$ cat src/rtl/bcd_convert_seq.sv
// Iterative shift-add-3 binary-to-BCD converter, one input bit per clock, valid/ready on both sides.
// Optional macro BCD_SIGNED_EN: treat in_data as two's complement and report the sign on out_neg.
module bcd_convert_seq #(
  parameter  int BIN_W  = 16,
  localparam int DIGITS = (BIN_W * 30103 + 99999) / 100000
) (
  input  logic                  clk,
  input  logic                  rst_n,
  input  logic                  in_valid,
  output logic                  in_ready,
  input  logic [BIN_W-1:0]      in_data,
  output logic                  out_valid,
  input  logic                  out_ready,
  output logic [4*DIGITS-1:0]   bcd,
  output logic                  out_neg,
  output logic                  busy
);

  localparam int ACC_W = 4 * DIGITS;
  localparam int CNT_W = $clog2(BIN_W + 1);

  typedef enum logic [1:0] {
    IDLE  = 2'd0,
    SHIFT = 2'd1,
    DONE  = 2'd2
  } state_t;

  state_t             state, state_next;
  logic [BIN_W-1:0]   shreg, shreg_next, mag;
  logic [ACC_W-1:0]   acc, acc_adj, acc_next;
  logic [CNT_W-1:0]   count;
  logic               accept, last;

  // Digits of 5 or more get +3 before the shift so they carry correctly into the next digit.
  function automatic logic [ACC_W-1:0] add3_fix(input logic [ACC_W-1:0] a);
    logic [ACC_W-1:0] r;
    r = a;
    for (int d = 0; d < DIGITS; d++) begin
      if (a[4*d +: 4] >= 4'd5) r[4*d +: 4] = a[4*d +: 4] + 4'd3;
    end
    return r;
  endfunction

  assign accept = in_valid & in_ready;
  assign last   = (state == SHIFT) && (count == CNT_W'(BIN_W - 1));

`ifdef BCD_SIGNED_EN
  logic signed [BIN_W-1:0] in_signed;
  logic                    neg_pend;

  assign in_signed = in_data;
  // -2^(BIN_W-1) wraps to itself, which read as unsigned is the exact magnitude.
  assign mag = in_signed[BIN_W-1] ? $unsigned(-in_signed) : $unsigned(in_signed);

  always_ff @(posedge clk or negedge rst_n) begin
    if (!rst_n) begin
      neg_pend <= 1'b0;
      out_neg  <= 1'b0;
    end else begin
      if (accept) neg_pend <= in_signed[BIN_W-1];
      if (last)   out_neg  <= neg_pend;
    end
  end
`else
  assign mag     = in_data;
  assign out_neg = 1'b0;
`endif

  // State register
  always_ff @(posedge clk or negedge rst_n) begin
    if (!rst_n) state <= IDLE;
    else        state <= state_next;
  end

  // Next-state logic
  always_comb begin
    state_next = state;
    unique case (state)
      IDLE:    if (accept) state_next = SHIFT;
      SHIFT:   if (last)   state_next = DONE;
      DONE:    if (out_ready) state_next = in_valid ? SHIFT : IDLE;
      default: state_next = IDLE;
    endcase
  end

  // Output decode
  always_comb begin
    in_ready  = (state == IDLE) || ((state == DONE) && out_ready);
    busy      = (state == SHIFT);
    out_valid = (state == DONE);
  end

  // Shift datapath
  always_comb begin
    acc_adj    = add3_fix(acc);
    acc_next   = (acc_adj << 1) | ACC_W'(shreg[BIN_W-1]);
    shreg_next = shreg << 1;
  end

  always_ff @(posedge clk) begin
    if (accept) begin
      shreg <= mag;
      acc   <= '0;
    end else if (state == SHIFT) begin
      shreg <= shreg_next;
      acc   <= acc_next;
    end
  end

  // Count and result register; bcd only changes on the edge that enters DONE.
  always_ff @(posedge clk or negedge rst_n) begin
    if (!rst_n) begin
      count <= '0;
      bcd   <= '0;
    end else if (accept) begin
      count <= '0;
    end else if (state == SHIFT) begin
      count <= count + CNT_W'(1);
      if (last) bcd <= acc_next;
    end
  end

endmodule
$ cat config.mk
export PLATFORM = sky130hd
export DESIGN_NAME = bcd_convert_seq
export DESIGN_NICKNAME = d
export VERILOG_FILES = /design/src/rtl/bcd_convert_seq.sv
export SDC_FILE = /design/constraint.sdc
export NUM_CORES = 1
export LEC_CHECK = 0
export BUFFER_PORTS_ARGS = -buffer_cell sky130_fd_sc_hd__buf_2
export CAP_MARGIN = 20
export CORE_MARGIN = 2
export CORE_UTILIZATION = 30
export CTS_CLUSTER_DIAMETER = 60
export DETAILED_ROUTE_END_ITERATION = 8
export MAX_ROUTING_LAYER = met4
export PLACE_DENSITY = 0.44
export SETUP_SLACK_MARGIN = 0.4
export SYNTH_ARGS = -nofsm -noshare
export SYNTH_HDL_FRONTEND = slang
export SYNTH_SLANG_ARGS = --single-unit
export TNS_END_PERCENT = 5
$ cat constraint.sdc
create_clock -name clk -period 4.4 [get_ports clk]
set_input_delay 0.88 -clock clk [delete_from_list [all_inputs] [get_ports clk]]
set_output_delay 0.88 -clock clk [all_outputs]
set_load 0.05 [all_outputs]
==> impl_metrics.env, run 1 <==
export IMPL_fin_crit_sh_pct=68.2
export IMPL_vias_per_cell=4.52
export IMPL_ys_ff_latch=63
export IMPL_num_io_pins=44
export IMPL_hold_path_class="flop to flop"
export IMPL_initial_core_util_pct=31.0
export IMPL_layout_common_cells="42 x buf_2, 34 x nand2_1, 27 x dfrtp_1, 25 x o21ai_0, 20 x dfxtp_1"
export IMPL_cp_start_kind="flop"
export IMPL_cts_setup_buffers=0
export IMPL_ant_nets=0
export IMPL_ctsResizeCount=0
export IMPL_cts_tree="done"
export IMPL_port_buffer_count=42
export IMPL_fillers=1003
export IMPL_dieArea_sq_um=10400
export IMPL_fp_dieH_um=102
export IMPL_dr_pass1_iters=4
export IMPL_utilization_pct=35.7
export IMPL_leakagePower_nw=1.49
export IMPL_place_gp_congestion=0.763
export IMPL_cp_arrival_ns=2.12
export IMPL_cp_max_fo=25
export IMPL_dp_hpwl_um=3850
export IMPL_crit_slowest_cell="nand2b_1"
export IMPL_maxCapViolCount=0
export IMPL_status="finished, final reports clean"
export IMPL_die_w_um=102
export IMPL_rsz0062_at_grt="no"
export IMPL_syn_inst=264
export IMPL_num_vias=1984
export IMPL_root_buffer="clkbuf_8"
export IMPL_post_place_ws_ns=1.72
export IMPL_insertion_delay_ns=0.33
export IMPL_fin_cells=439
export IMPL_end_kind="primary output"
export IMPL_critPathTopFamily="buffers and inverters"
export IMPL_crit_type="flop to primary output"
export IMPL_ir_worst_vdd_v=0.000269
export IMPL_hold_viol=0
export IMPL_synth_cell_type_count=37
export IMPL_drv_slew=0
export IMPL_layout_drive_gt1_share_pct=24.8
export IMPL_grt_max_degree=40
export IMPL_area_growth_pct=15.5
export IMPL_setup_violations=0
export IMPL_fin_nets=337
export IMPL_cts_buffers=9
export IMPL_max_slew_margin_pct=37.5
export IMPL_slowest_delay_ns=0.58
export IMPL_setup_tns_ns=0
export IMPL_h_tree_depth=3
export IMPL_wl_um=5660
export IMPL_cts_sinks=63
export IMPL_worstPathRequired_ns=3.52
export IMPL_place_inst=423
export IMPL_final_common_cell="buf_2"
export IMPL_route_detailed_drc=0
export IMPL_core_area_sq_um=9280
export IMPL_fin_ws_ns=1.40
export IMPL_powerDensity_nw_per_um2=832
export IMPL_avgSynthCellArea_sq_um=10.9
export IMPL_yosysWarnings=0
export IMPL_diodes=0
export IMPL_max_freq_mhz=333
export IMPL_period_needed_ns=3.00
export IMPL_critical_path_cell_chain="nand2b_1 -> inv_2 -> buf_2"
export IMPL_syn_area_sq_um=2870
export IMPL_seq_area_frac_synth_pct=54.2
export IMPL_critical_path_buf_inv_count=2
export IMPL_worstMarginPinSlew_ns=0.938
export IMPL_cts_hold_buf=0
export IMPL_clockBufferDepth=2
export IMPL_antenna_found_initial=0
export IMPL_gr_total_overflow=0
export IMPL_grt_pass1_wl_um=9690
export IMPL_clk_transition_reported_paths_ns=0.06
export IMPL_row_count=35
export IMPL_syn_nets=296
export IMPL_grt_usage_pct=12.7
export IMPL_wl_per_cell_um=12.9
export IMPL_drt_initial_drc_count=40
export IMPL_hold_ws_ns=0.469
export IMPL_fin_worst_skew_ns=0.00506
export IMPL_grt_pass1_vias=1959
cell families (layout without fill, tap and decap cells):
family / after synthesis / in the layout / synth area share, %
and+or+nand+nor: 69 / 69 / 11.8
AOI/OAI and AO/OA: 64 / 64 / 12.1
DFF: 63 / 63 / 54.2
buffers and inverters: 26 / 72 / 4.53
muxes: 21 / 21 / 9.53
adders and majority gates: 12 / 12 / 5.22
xor gates and xnor gates: 8 / 8 / 2.44
other: 1 / 1 / 0.130
per-stage QoR:
step | power (W) | instance area [sq um]
after global routing | 0.00300 | 3320
after floorplan | 0.00209 | 2870
after detailed placement | 0.00238 | 3170
after CTS | 0.00281 | 3320
final | 0.00276 | 3320
after global placement | 0.00237 | 3170
per-layer routing:
layer	global-route usage [%]	part of all wire, %	up-vias
met5	-	0	-
met4	6.77	2.5	0
met3	2.74	2.6	10
met2	18.8	45	29
met1	16.3	50	939
li1	-	-	1006
state kept, by name (all words and copies together) (netlist names):
register and cells:
count 5, shreg 16, acc 20, bcd 20, state 2
cell type report:
| type | instances | area (sq um) | share of cell area [%] |
|---|---|---|---|
| multi-input combinational | 175 | 1190 | 35.8 |
| clock buffer | 14 | 143 | 4.30 |
| inverter | 14 | 52.6 | 1.58 |
| clock inverter | 2 | 7.51 | 0.226 |
| sequential | 63 | 1560 | 46.9 |
| timing repair buffer | 42 | 210 | 6.33 |
| tap | 129 | 161 | 4.86 |
power breakdown:
group          switching, W  internal, W
logic              0.000827     0.000469
clock network      0.000207     0.000202
registers          0.000156     0.000899
total               0.00119      0.00157
worst register-to-register path, stage by stage (launching register included):
cell and delay, ns:
dfrtp_1 0.39, nand2b_1 0.75, inv_2 0.33, nand2_2 0.60, mux2_4 0.35
Yosys cell counts, drive strengths merged:
cell type,n,share of area (%)
dfxtp,20,14
edfxtp,16,17
o2bb2ai,1,0.30
mux2,21,9.5
a21oi,14,2.6
nor3b,8,2.1
conb,1,0.13
a22o,1,0.30
dfrtp,27,24
xor2,2,0.61
clkbuf,3,0.44
nand2,36,5.1
nor2b,1,0.22
ha,12,5.2
o31ai,1,0.26
xnor2,6,1.8
o21ai,36,6.3
nor3,5,0.87
and2,1,0.22
inv,14,1.8
and3,2,0.44
nor2,4,0.52
nand4,1,0.22
buf,9,2.3
nand2b,7,1.5
nand3,4,0.70
o22ai,10,2.2
a21boi,1,0.26
worst paths after layout:
path	from	endpoint	slack [ns]	cells after the start
max in group asynchronous	rst_n	bcd[0]$_DFFE_PN0P_	3.42	1
min in group asynchronous	rst_n	bcd[17]$_DFFE_PN0P_	0.57	1
worst min register to register	shreg[15]$_DFFE_PP_	acc[0]$_SDFFE_PP0P_	0.47	2
worst max-delay path	state[1]$_DFFE_PN0P_	busy	1.40	3
worst min-delay path	shreg[15]$_DFFE_PP_	acc[0]$_SDFFE_PP0P_	0.47	2
worst max register to register	state[1]$_DFFE_PN0P_	bcd[0]$_DFFE_PN0P_	1.88	4
Power figures use the tool's default switching activity.
==> run 2: changes to the inputs <==
==> constraint.sdc (replaced) <==
create_clock -name clk -period 2.9 [get_ports clk]
set_input_delay 0.58 -clock clk [delete_from_list [all_inputs] [get_ports clk]]
set_output_delay 0.58 -clock clk [all_outputs]
set_load 0.05 [all_outputs]
==> impl_metrics.env, run 2 (synthesis gave the netlist of run 1 again) <==
export IMPL_reg_largest_list="acc (20), bcd (20), shreg (16)"
export IMPL_h_tree_depth=3
export IMPL_area_growth_pct=18.0
export IMPL_clk_transition_reported_paths_ns=0.07
export IMPL_cts_buffers=9
export IMPL_wl_per_cell_um=12.8
export IMPL_cts_tree="done"
export IMPL_hold_viol=0
export IMPL_powerDensity_nw_per_um2=1290
export IMPL_worstMarginPinSlew_ns=0.862
export IMPL_cp_start_kind="flop"
export IMPL_insertion_delay_ns=0.33
export IMPL_setup_violations=0
export IMPL_grt_usage_pct=12.5
export IMPL_post_place_ws_ns=0.575
export IMPL_ir_worst_vdd_v=0.000472
export IMPL_layout_common_cells="42 x buf_2, 34 x nand2_1, 27 x dfrtp_1, 25 x o21ai_0, 20 x dfxtp_1"
export IMPL_max_slew_margin_pct=42.5
export IMPL_dr_pass1_iters=4
export IMPL_placedInstanceArea_sq_um=3180
export IMPL_hold_path_class="primary input to asynchronous set/reset pin"
export IMPL_final_area_sq_um=3390
export IMPL_cts_sinks=63
export IMPL_antenna_found_initial=0
export IMPL_crit_type="flop to primary output"
export IMPL_fin_worst_skew_ns=0.00503
export IMPL_drt_initial_drc_count=89
export IMPL_row_count=35
export IMPL_drv_slew=0
export IMPL_dieArea_sq_um=10400
export IMPL_maxCapViolCount=0
export IMPL_dp_hpwl_um=3820
export IMPL_fin_nets=339
export IMPL_worstPathRequired_ns=2.32
export IMPL_grt_pass1_wl_um=9550
export IMPL_r2r_worst_path_cells=2
export IMPL_setup_tns_ns=0
export IMPL_die_w_um=102
export IMPL_fin_ws_ns=0.853
export IMPL_grt_pass1_vias=1913
export IMPL_layout_drive_gt1_share_pct=27.2
export IMPL_num_vias=1949
export IMPL_cp_max_fo=13
export IMPL_final_common_cell="buf_2"
export IMPL_grt_max_degree=28
export IMPL_ant_nets=0
export IMPL_period_needed_ns=2.05
export IMPL_fp_dieH_um=102
export IMPL_initial_core_util_pct=31.0
export IMPL_gr_total_overflow=0
export IMPL_root_buffer="clkbuf_8"
export IMPL_status="finished, final reports clean"
export IMPL_rsz0062_at_grt="no"
export IMPL_end_kind="primary output"
export IMPL_port_buffer_count=42
export IMPL_fin_crit_sh_pct=70.6
export IMPL_leakagePower_nw=1.54
export IMPL_max_freq_mhz=489
export IMPL_clockBufferDepth=2
export IMPL_place_gp_congestion=0.721
export IMPL_cts_hold_buf=0
export IMPL_core_area_sq_um=9280
export IMPL_cts_setup_buffers=0
export IMPL_num_io_pins=44
export IMPL_diodes=0
export IMPL_utilization_pct=36.5
export IMPL_route_detailed_drc=0
export IMPL_vias_per_cell=4.42
export IMPL_ctsResizeCount=0
export IMPL_cp_arrival_ns=1.47
export IMPL_hold_ws_ns=0.269
export IMPL_wl_um=5630
run 2: changes by cell type in the layout (fill, tap and decap cells not counted):
cell       before  now
bufinv_16       0    1
clkinv_2        0    2
clkinv_1        2    0
clkbuf_8        9   12
clkbuf_1        5    1
buf_4           0    2
run 2: routing by layer:
layer  share of wire, %  up-vias  global-route usage, %
met5                  0        -                      -
met4                1.5        0                   6.15
met3                2.6        6                   2.94
met2                 45       26                   17.5
met1                 50      917                   17.0
li1                   -     1000                      -
run 2: area by class of cell:
class	count	area, sq um
fillers	987	5890
flip-flops and latches	63	1560
multi-input cells	175	1190
repair buffers	44	225
clock buffers	13	169
well taps	129	161
inverters	14	52.6
clock inverters	3	40.0
run 2: power breakdown:
part	total (W)	internal, W	leakage, nW	switching, W
combinational	0.00198	0.000721	0.735	0.00126
clock	0.000793	0.000465	0.109	0.000327
sequential	0.00160	0.00136	0.692	0.000234
total	0.00437	0.00255	1.54	0.00182
run 2: worst max-delay path, cell delays in order (launching register included):
cell and delay [ns]:
dfrtp_1 0.42, nand2b_1 0.18, inv_2 0.22, buf_2 0.32
run 2: final timing paths:
kind | to | slack (ns) | start
worst min-delay path | bcd[15]$_DFFE_PN0P_ | 0.27 | rst_n
min in group clk | bcd[10]$_DFFE_PN0P_ | 0.47 | bcd[10]$_DFFE_PN0P_
worst max register to register | shreg[6]$_DFFE_PP_ | 0.94 | state[0]$_DFFE_PN0P_
max in group asynchronous | bcd[6]$_DFFE_PN0P_ | 2.21 | rst_n
worst min register to register | bcd[10]$_DFFE_PN0P_ | 0.47 | bcd[10]$_DFFE_PN0P_
worst max-delay path | busy | 0.85 | state[1]$_DFFE_PN0P_
run 2: metrics by stage:
stage               instances  total power [W]
floorplan                 264          0.00317
global placement          425          0.00360
detailed placement        425          0.00362
CTS                       441          0.00443
global route              441          0.00474
finish                    441          0.00437
==> run 3: changes to the inputs <==
==> constraint.sdc (replaced) <==
create_clock -name clk -period 1.9 [get_ports clk]
set_input_delay 0.38 -clock clk [delete_from_list [all_inputs] [get_ports clk]]
set_output_delay 0.38 -clock clk [all_outputs]
set_load 0.05 [all_outputs]
==> impl_metrics.env, run 3 (synthesis gave the netlist of run 1 again) <==
export IMPL_diodes=0
export IMPL_status="finished, final reports clean"
export IMPL_route_detailed_drc=0
export IMPL_utilization_pct=40.1
export IMPL_insertion_delay_ns=0.34
export IMPL_clkPwrFrac_pct=18.2
export IMPL_leakagePower_nw=1.63
export IMPL_worstMarginPinSlew_ns=0.646
export IMPL_setup_tns_ns=0
export IMPL_reg_largest_list="acc (20), bcd (20), shreg (16)"
export IMPL_grt_pass1_vias=1938
export IMPL_final_common_cell="buf_2"
export IMPL_ant_nets=0
export IMPL_fin_ws_ns=0.345
export IMPL_place_inst=428
export IMPL_wl_um=6290
export IMPL_fin_nets=352
export IMPL_setup_violations=0
export IMPL_worstPathRequired_ns=1.52
export IMPL_maxCapViolCount=0
export IMPL_switchingPower_w=0.00302
export IMPL_row_count=35
export IMPL_num_io_pins=44
export IMPL_num_vias=2072
export IMPL_dieArea_sq_um=10400
export IMPL_clockBufferDepth=2
export IMPL_hold_path_class="primary input to asynchronous set/reset pin"
export IMPL_intPower_w=0.00432
export IMPL_drv_slew=0
export IMPL_pwr_share_seq_pct=34.1
export IMPL_cp_arrival_ns=1.18
export IMPL_place_gp_congestion=0.731
export IMPL_initial_core_util_pct=31.0
export IMPL_fin_worst_skew_ns=0.00756
export IMPL_layout_common_cells="39 x buf_2, 34 x nand2_1, 25 x dfrtp_1, 24 x o21ai_0, 18 x dfxtp_1"
export IMPL_seq_area_sq_um=1560
export IMPL_drt_met1_wl_um=3120
export IMPL_maxUsedRoutingLayer="met4"
export IMPL_cts_buffers=9
export IMPL_core_area_sq_um=9280
export IMPL_vias_per_cell=4.56
export IMPL_fin_cells=454
export IMPL_post_place_ws_ns=0.284
export IMPL_multi_input_area_sq_um=1320
export IMPL_antenna_found_initial=0
export IMPL_cts_hold_buf=0
export IMPL_clk_transition_reported_paths_ns=0.07
export IMPL_dr_pass1_iters=4
export IMPL_max_slew_margin_pct=56.9
export IMPL_combPwrFrac_pct=47.7
export IMPL_drt_initial_drc_count=69
export IMPL_end_kind="primary output"
export IMPL_fp_dieH_um=102
export IMPL_cts_sinks=63
export IMPL_fillers=939
export IMPL_grt_usage_pct=12.9
export IMPL_grt_max_degree=28
export IMPL_rsz0062_at_grt="yes"
export IMPL_crit_type="flop to primary output"
export IMPL_max_freq_mhz=643
export IMPL_swShare_pct=41.1
export IMPL_hold_viol=0
export IMPL_fin_crit_sh_pct=81.9
export IMPL_root_buffer="clkbuf_8"
export IMPL_layout_drive_gt1_share_pct=37.5
export IMPL_h_tree_depth=3
export IMPL_period_needed_ns=1.56
export IMPL_cp_max_fo=5
export IMPL_dr_wl_met2_um=2840
export IMPL_gr_total_overflow=0
export IMPL_ir_worst_vdd_v=0.000789
export IMPL_port_buffer_count=42
export IMPL_grt_pass1_wl_um=9760
export IMPL_wl_per_cell_um=13.8
export IMPL_area_growth_pct=29.5
export IMPL_cts_tree="done"
export IMPL_r2r_slack_ns=0.39
export IMPL_route_met3_wl_um=182
export IMPL_cp_start_kind="flop"
export IMPL_dp_hpwl_um=4000
export IMPL_powerDensity_nw_per_um2=1970
export IMPL_die_w_um=102
run 3: through the flow:
step	instance area, sq um	power, W	hold slack (ns)
2_1_floorplan	2880	0.00485	0.0844
3_3_place_gp	3230	0.00555	0.458
3_5_place_dp	3230	0.00558	0.465
4_1_cts	3570	0.00714	0.0871
5_1_grt	3720	0.00785	0.109
6_report	3720	0.00733	0.0628
run 3: worst max-delay path, stage by stage (launching register included):
cell	delay (ns)
dfrtp_2	0.48
a21oi_4	0.17
buf_6	0.18
run 3: cell type report:
type | instances | area share (%)
inverter | 14 | 1.55
timing repair buffer | 57 | 10.6
tap | 129 | 4.34
clock buffer | 11 | 4.07
sequential | 63 | 41.9
clock inverter | 5 | 2.15
multi-input combinational | 175 | 35.3
run 3: power by group through the flow:
stage | logic, W | registers, W | clock network, W
5_1_grt | 0.00383 | 0.00259 | 0.00143
3_5_place_dp | 0.00311 | 0.00248 | 0
3_3_place_gp | 0.00307 | 0.00248 | 0
4_1_cts | 0.00327 | 0.00249 | 0.00138
2_1_floorplan | 0.00186 | 0.00300 | 0
6_report | 0.00349 | 0.00250 | 0.00134
run 3: path summary, 6_finish.rpt:
path,depth (start not counted),from,endpoint
hold / removal,1,rst_n,bcd[13]$_DFFE_PN0P_
setup reg to reg,6,acc[16]$_SDFFE_PP0P_,acc[18]$_SDFFE_PP0P_
hold reg to reg,2,bcd[9]$_DFFE_PN0P_,bcd[9]$_DFFE_PN0P_
max in group asynchronous,1,rst_n,state[0]$_DFFE_PN0P_
min in group clk,2,in_data[8],shreg[8]$_DFFE_PP_
setup / recovery,2,state[0]$_DFFE_PN0P_,in_ready
run 3: metal layers:
layer | vias to the layer above | track usage [%]
met2 | 33 | 18.2
met1 | 993 | 17.3
li1 | 1035 | -
met3 | 11 | 2.46
met4 | 0 | 7.38
met5 | - | -
run 3: repair_timing:
item | 4_1_cts | 5_1_grt
resized for setup | 20 | 24
buffers inserted | 3 | 5
cloned | 1 | 1
pin swaps | 1 | 5
endpoints found under the setup margin | 36 | 68
